<file path="src/rtl/grey_incr_arb.sv">
// Round-robin arbiter sharing one W-bit Gray-code counter between NREQ requesters.
// Optional sticky wrap flag enabled by defining GREY_INCR_ARB_OVF_EN.
module grey_incr_arb #(
   parameter int NREQ = 4,
   parameter int W    = 6
) (
   input  logic            clk,
   input  logic            w_rst,
   input  logic [NREQ-1:0] req,
   input  logic            hold,
   input  logic [W-1:0]    term,
   input  logic            ovf_clr,
   output logic [NREQ-1:0] ack,
   output logic [W-1:0]    grey,
   output logic            wrap,
   output logic            ovf
);

   localparam int PW = $clog2(NREQ);

   logic [W-1:0]    b;
   logic [PW-1:0]   p;
   logic [NREQ-1:0] e;
   logic            grant;
   logic            hi_found;
   logic [PW-1:0]   hi_idx;
   logic [PW-1:0]   lo_idx;
   logic [PW-1:0]   winner;
   logic            wrap_next;
   logic [W-1:0]    b_next;
   logic [W-1:0]    grey_next;

   // A requester acked this cycle sits out one cycle, so a held req cannot win twice in a row.
   assign e     = req & ~ack;
   assign grant = ~hold & (|e);

   // Round-robin: the lowest set index above p wins; otherwise wrap around to the lowest set index.
   // NOTE: every variable assigned in always_comb gets a default first, so no latch can be inferred.
   always_comb begin
      hi_found = 1'b0;
      hi_idx   = '0;
      lo_idx   = '0;
      for (int j = NREQ - 1; j >= 0; j--) begin
         if (e[j]) begin
            if (j > int'(p)) begin
               hi_found = 1'b1;
               hi_idx   = PW'(j);
            end else begin
               lo_idx   = PW'(j);
            end
         end
      end
   end

   assign winner    = hi_found ? hi_idx : lo_idx;
   assign wrap_next = (b >= term);
   assign b_next    = wrap_next ? '0 : b + W'(1);
   assign grey_next = b_next ^ (b_next >> 1);

   // NOTE: sequential state uses non-blocking assignments so every flop samples pre-edge values.
   always_ff @(posedge clk) begin
      if (w_rst) begin
         b    <= '0;
         p    <= PW'(NREQ - 1);
         ack  <= '0;
         grey <= '0;
         wrap <= 1'b0;
      end else if (grant) begin
         b    <= b_next;
         p    <= winner;
         ack  <= NREQ'(1) << winner;
         grey <= grey_next;
         wrap <= wrap_next;
      end else begin
         ack  <= '0;
         wrap <= 1'b0;
      end
   end

`ifdef GREY_INCR_ARB_OVF_EN
   // Set has priority over clear so a wrap coinciding with ovf_clr is never lost.
   always_ff @(posedge clk) begin
      if (w_rst) begin
         ovf <= 1'b0;
      end else if (wrap) begin
         ovf <= 1'b1;
      end else if (ovf_clr) begin
         ovf <= 1'b0;
      end
   end
`else
   logic unused_ovf_clr;
   assign unused_ovf_clr = ovf_clr;
   assign ovf            = 1'b0;
`endif

endmodule

</file>
<file path="config.mk">
export PLATFORM = sky130hd
export DESIGN_NAME = grey_incr_arb
export DESIGN_NICKNAME = d
export VERILOG_FILES = /design/src/rtl/grey_incr_arb.sv
export SDC_FILE = /design/constraint.sdc
export NUM_CORES = 1
export LEC_CHECK = 0
export ABC_AREA = 0
export CAP_MARGIN = 20
export CELL_PAD_IN_SITES_DETAIL_PLACEMENT = 1
export CELL_PAD_IN_SITES_GLOBAL_PLACEMENT = 2
export CORE_ASPECT_RATIO = 1.2
export CORE_MARGIN = 1.5
export CORE_UTILIZATION = 31
export CTS_BUF_LIST = sky130_fd_sc_hd__clkbuf_2 sky130_fd_sc_hd__clkbuf_4 sky130_fd_sc_hd__clkbuf_8
export DETAILED_ROUTE_END_ITERATION = 8
export PLACE_DENSITY_LB_ADDON = 0.3
export SLEW_MARGIN = 20
export SYNTH_ARGS = -nofsm -noshare
export SYNTH_HDL_FRONTEND = slang
export SYNTH_SLANG_ARGS = --single-unit
</file>
<file path="constraint.sdc">
create_clock -name clk -period 4.21 [get_ports clk]
set_input_delay 0.6315 -clock clk [delete_from_list [all_inputs] [get_ports clk]]
set_output_delay 0.6315 -clock clk [all_outputs]
set_load 0.005 [all_outputs]
</file>
==> impl_metrics.ini, run 1 <==
[outcome]
run_status = finished with violations
failed_checks = DRC

[min_path]
worstHoldPathType = flop to flop
worstHoldStart = grey[1]$_SDFFE_PP0N_
min_delay_path_depth = 2
worst_hold_path_endpoint = grey[1]$_SDFFE_PP0N_

[detailed_routing]
drt-pass1-iter-count = 6
drt_wl_total_um = 2800
via_density = 5.29
antenna_violating_nets_post_route = 0
via_count = 1027
iteration_0_drc_count_of_the_detailed_router = 21
wire_per_inst_um = 14.4
post-route-drc-count = 6

[pwr]
cellPowerDensity_nw_per_um2 = 296
leakagePower_uw = 0.000540
worst_ir_drop_vdd_mv = 0.0885

[floorplanning]
floorplan.initialDensity_pct = 32.9
die_h_um = 68.8
boundaryPins = 26
die_area_um2 = 3970
floorplan.core_area_um2 = 3400
fp.dieW_um = 57.8
fp-row-count = 23

[setup_path]
timing.rr.start = b[0]$_SDFFE_PP0N_
cp_cell_sequence = clkdlybuf4s50_1 -> ha_1 -> nand2b_1 -> a21oi_1 -> o221a_2 -> nand3_1 -> a31oi_1
critPathSlowestCell = sky130_fd_sc_hd__clkdlybuf4s50_1
worstReg2RegEnd = b[4]$_SDFFE_PP0N_
timing.reg2reg.worst_path_depth = 7
crit_arrival_ps = 2340
worstSetupStartpoint = term[0]
setup.worst_path.start_class = primary input
crit_fanout = 15
endpoint_kind = flop
max_stage_delay_ps = 450
worst-endpoint-required_ps = 4380
timing_worst_setup_path_type = primary input to flop
timing.reg2reg.setup_slack_ps = 2270

[cells_and_area]
commonest_non_fill_non_tap_cell_in_the_layout = sky130_fd_sc_hd__clkdlybuf4s50_1
ff_latch_area_um2 = 360
final_cell_mix = sky130_fd_sc_hd__clkdlybuf4s50_1 (23), sky130_fd_sc_hd__nand2_1 (20), sky130_fd_sc_hd__dfxtp_1 (18)
antennaDiodeCount = 0
finish.cell_count_without_fillers = 194
nFillCells = 426
area.growth.synth_to_final_pct = 25.9
stdcell_area_um2 = 1410
multi_input_area_um2 = 688
final_layout_size_suffix_gt1_share_pct = 6.37
finish.net_count = 179
finalCoreUtilization_pct = 41.4

[placed_design]
gp_congestion = 0.780
placed_cells_incl_taps = 190
pre_cts_ws_ps = 1750
dpl_cell_area_um2 = 1350
hpwl_um = 2140
io_buffer_count = 23

[synth]
netlist-cell-type-count = 41
ys_ff_latch = 18
netlist_area_pre_place_um2 = 1120
yosys_most_used_dff = sky130_fd_sc_hd__dfxtp_1
syn_inst = 138
yosysWarningCount = 0
synth_enable_flop_cells = 0
ys_seq_area_share_pct = 32.3
synth_fp_nets = 159
async_flop_share_pct = 0
postSynthAreaPerCell_um2 = 8.10

[cts]
clockRootBuffer = sky130_fd_sc_hd__clkbuf_8
clock_path_buffers = 2
clkTransAtPathRegs_ps = 70
cts.sink_count = 18
ctsHtreeMaxLevel = 1
cts-buffers-inserted = 3
worstSkewPairLatency_ps = 250
cts_tree = built
post_cts.resized_instances = 0
post-cts-setup-buffer-count = 0
holdBufCountCts = 0

[sta]
report.final.slew_viol_count = 0
fin_ws_ps = 2040
final_hold_viol_count = 0
setup_viol = 0
fin_skew_ps = 3.50
fin_crit_ps = 2170
worst-slew-pin-transition_ps = 630
rsz0062_at_grt = false
fmaxAchievable_mhz = 461
setup-tns-final_ps = 0
relSlewSlack_pct = 58.0
post-route-period-util_pct = 51.6

[grt]
grt_antenna_before_repair = 0
number_of_global_route_vias_before_repair = 996
grt_first_pass_wirelength_um = 4450
grt_overflow_total = 0
largest_net_degree_at_the_start_of_global_routing = 18
all_layer_global_routing_usage_pct = 14.7

[run]
max_cap_viol_count = 0
layout make-up:
type | instances | area share [%]
clock buffers | 4 | 3.91
inverters | 7 | 1.87
multi-input cells | 105 | 48.9
flip-flops and latches | 18 | 25.6
well taps | 37 | 3.29
repair buffers | 23 | 16.4
stage by stage:
| stage | hold slack, ps | power [uW] |
|---|---|---|
| after floorplan | 448 | 243 |
| after global placement | 441 | 274 |
| after detailed placement | 448 | 278 |
| after CTS | 457 | 423 |
| after global routing | 467 | 436 |
| final | 454 | 417 |
worst max-delay path, delay by kind of cell:
kind | cells | cell delay (ps)
buffers and inverters | 1 | 450
AND/OR/NAND/NOR | 2 | 270
AO/OA/AOI/OAI | 3 | 780
adder cells (fa/ha/maj) | 1 | 210
state kept, by name (all words and copies together) (netlist names):
| name | count |
|---|---|
| ack | 4 |
| b | 5 |
| grey | 6 |
| p | 2 |
| wrap | 1 |
worst max path at each step:
stage,endpoint,slack (ps),cells after the start
finish,b[4]$_SDFFE_PP0N_,2040,7
global route,grey[5]$_SDFFE_PP0N_,1920,7
CTS,b[4]$_SDFFE_PP0N_,2010,7
detailed placement,b[4]$_SDFFE_PP0N_,1750,7
global placement,b[2]$_SDFFE_PP0N_,1820,7
floorplan,b[2]$_SDFFE_PP0N_,2350,7
routing by layer:
metal / vias to the layer above / share of wire (%) / GRT usage, %
li1: 519 / - / -
met1: 482 / 43 / 16.1
met2: 24 / 52 / 28.3
met3: 2 / 4.2 / 2.43
met4: 0 / 0.68 / 5.23
met5: - / 0 / 0
report_power, final:
| group | switching, uW | total (uW) | internal (uW) |
|---|---|---|---|
| Combinational | 42.0 | 86.6 | 44.7 |
| Clock | 60.5 | 144 | 83.1 |
| Sequential | 8.14 | 187 | 179 |
cells in the mapped netlist, types with 2 or more instances:
cell / instances / share of area, %
sky130_fd_sc_hd__a21oi_1: 12 / 5.4
sky130_fd_sc_hd__a31oi_1: 4 / 2.2
sky130_fd_sc_hd__buf_2: 4 / 1.8
sky130_fd_sc_hd__buf_4: 2 / 1.3
sky130_fd_sc_hd__clkbuf_1: 2 / 0.67
sky130_fd_sc_hd__dfxtp_1: 18 / 32
sky130_fd_sc_hd__ha_1: 7 / 7.8
sky130_fd_sc_hd__inv_1: 7 / 2.4
sky130_fd_sc_hd__nand2_1: 20 / 6.7
sky130_fd_sc_hd__nand2b_1: 3 / 1.7
sky130_fd_sc_hd__nand3_1: 11 / 4.9
sky130_fd_sc_hd__nand3b_1: 3 / 2.0
sky130_fd_sc_hd__nor2_1: 5 / 1.7
sky130_fd_sc_hd__nor2b_1: 3 / 1.7
sky130_fd_sc_hd__nor3_1: 4 / 1.8
sky130_fd_sc_hd__o21ai_1: 3 / 1.3
sky130_fd_sc_hd__xnor2_1: 6 / 4.7
logic make-up (layout without fill, tap and decap cells):
group | count (synthesis) | count (layout) | share of synthesized area [%]
simple gates | 61 | 61 | 29.3
compound gates | 28 | 28 | 17.7
flops | 18 | 18 | 32.3
buf+inv | 15 | 34 | 6.16
fa+ha+maj | 7 | 7 | 7.84
xor+xnor | 7 | 7 | 5.49
other cells | 1 | 1 | 0.336
mux | 1 | 1 | 0.896
Note: power is estimated with default switching activity, not from simulation.
==> run 2: changes to the inputs <==
--- a/config.mk
+++ b/config.mk
@@ -11,7 +11,7 @@
 export CELL_PAD_IN_SITES_GLOBAL_PLACEMENT = 2
 export CORE_ASPECT_RATIO = 1.2
 export CORE_MARGIN = 1.5
-export CORE_UTILIZATION = 31
+export CORE_UTILIZATION = 29
 export CTS_BUF_LIST = sky130_fd_sc_hd__clkbuf_2 sky130_fd_sc_hd__clkbuf_4 sky130_fd_sc_hd__clkbuf_8
 export DETAILED_ROUTE_END_ITERATION = 8
 export PLACE_DENSITY_LB_ADDON = 0.3
==> constraint.sdc (replaced) <==
create_clock -name clk -period 2.1 [get_ports clk]
set_input_delay 0.315 -clock clk [delete_from_list [all_inputs] [get_ports clk]]
set_output_delay 0.315 -clock clk [all_outputs]
set_load 0.005 [all_outputs]
==> impl_metrics.ini, run 2 (synthesized netlist as in run 1, its figures left out) <==
[outcome]
run_status = finished, final reports clean

[cts]
clkTransAtPathRegs_ps = 70
clockRootBuffer = sky130_fd_sc_hd__clkbuf_8
holdBufCountCts = 0
ctsHtreeMaxLevel = 1
worstSkewPairLatency_ps = 250
cts_tree = built
clock_path_buffers = 2
cts-buffers-inserted = 3
cts.sink_count = 18
post-cts-setup-buffer-count = 0
post_cts.resized_instances = 0

[detailed_routing]
iteration_0_drc_count_of_the_detailed_router = 16
via_density = 4.81
wire_per_inst_um = 12.9
via_count = 1030
antenna_violating_nets_post_route = 0
drt-pass1-iter-count = 4
post-route-drc-count = 0
drt_wl_total_um = 2760

[grt]
largest_net_degree_at_the_start_of_global_routing = 16
all_layer_global_routing_usage_pct = 14.7
grt_first_pass_wirelength_um = 4860
grt_antenna_before_repair = 0
number_of_global_route_vias_before_repair = 1065
grt_overflow_total = 0

[placed_design]
gp_congestion = 0.669
pre_cts_ws_ps = -30.6
io_buffer_count = 23
hpwl_um = 2190

[min_path]
worstHoldPathType = flop to flop

[floorplanning]
fp.dieW_um = 59.7
fp-row-count = 24
boundaryPins = 26
die_area_um2 = 4240
die_h_um = 71.0
floorplan.initialDensity_pct = 30.5
floorplan.core_area_um2 = 3660

[sta]
setup_viol = 0
fin_crit_ps = 1850
final_hold_viol_count = 0
report.final.slew_viol_count = 0
fin_skew_ps = 0.781
post-route-period-util_pct = 87.9
fin_ws_ps = 254
setup-tns-final_ps = 0
fmaxAchievable_mhz = 542
rsz0062_at_grt = false

[run]
max_cap_viol_count = 0

[setup_path]
endpoint_kind = flop
timing.critical_path.max_delay_family = compound AO/OA/AOI/OAI gates
critPathBufInv = 1
timing_worst_setup_path_type = primary input to flop
timing.reg2reg.setup_slack_ps = 320
crit_arrival_ps = 2020
worst-endpoint-required_ps = 2270
max_stage_delay_ps = 450
setup.worst_path.start_class = primary input
crit_fanout = 15
critPathSlowestCell = sky130_fd_sc_hd__clkdlybuf4s50_1
cp_cell_sequence = clkdlybuf4s50_1 -> ha_1 -> nand2b_1 -> a21oi_1 -> o221a_2 -> nand3_1 -> a31oi_1

[pwr]
worst_ir_drop_vdd_mv = 0.177
leakagePower_uw = 0.000564
cellPowerDensity_nw_per_um2 = 573
power.total_uw = 838

[cells_and_area]
flip_flop_count_of_the_largest_register_all_copies_and_words_added = 6
final_cell_mix = sky130_fd_sc_hd__clkdlybuf4s50_1 (23), sky130_fd_sc_hd__nand2_1 (20), sky130_fd_sc_hd__dfxtp_1 (18)
max_flop_register = grey
finish.net_count = 184
commonest_non_fill_non_tap_cell_in_the_layout = sky130_fd_sc_hd__clkdlybuf4s50_1
layout_top_registers = grey: 6 flops, b: 5 flops, ack: 4 flops
antennaDiodeCount = 0
area.growth.synth_to_final_pct = 30.9
finalCoreUtilization_pct = 39.9
final_layout_size_suffix_gt1_share_pct = 9.26
nFillCells = 464
-- run 2: where the power goes --
group | switching (uW) | leakage [uW] | total (uW) | internal [uW]
combinational | 86.1 | 0.000389 | 182 | 95.7
sequential | 13.1 | 0.000146 | 371 | 358
clock | 118 | 0.0000288 | 285 | 167
-- run 2: tightest hold or removal path: stages, from the launching register on --
cell                      delay [ps]
sky130_fd_sc_hd__dfxtp_1         310
sky130_fd_sc_hd__nand2_1          50
sky130_fd_sc_hd__a21oi_1          50
-- run 2: cell type report --
type	count	area, um2	share of cell area (%)
inverters	7	26.3	1.80
well taps	52	65.1	4.45
multi-input cells	105	688	47.0
flip-flops and latches	18	360	24.6
clock buffers	4	55.1	3.76
repair buffers	28	268	18.3
-- run 2: final timing paths --
| check | depth (start not counted) | from | endpoint |
|---|---|---|---|
| max | 7 | term[0] | grey[5]$_SDFFE_PP0N_ |
| min | 2 | grey[2]$_SDFFE_PP0N_ | grey[2]$_SDFFE_PP0N_ |
| max reg2reg | 7 | b[0]$_SDFFE_PP0N_ | grey[5]$_SDFFE_PP0N_ |
| min reg2reg | 2 | grey[2]$_SDFFE_PP0N_ | grey[2]$_SDFFE_PP0N_ |
-- run 2: metal layers --
layer | track usage [%] | share of wire [%] | vias up
met1 | 17.6 | 42 | 477
met2 | 25.7 | 53 | 24
met4 | 5.93 | 1.4 | 0
li1 | - | - | 525
met3 | 1.83 | 3.8 | 4
met5 | 0 | 0 | -
-- run 2: metrics by stage --
step	area (um2)	cells	hold WS [ps]
floorplan	1120	138	448
global placement	1410	210	440
detailed placement	1410	210	448
CTS	1460	214	458
global route	1460	214	489
finish	1460	214	456
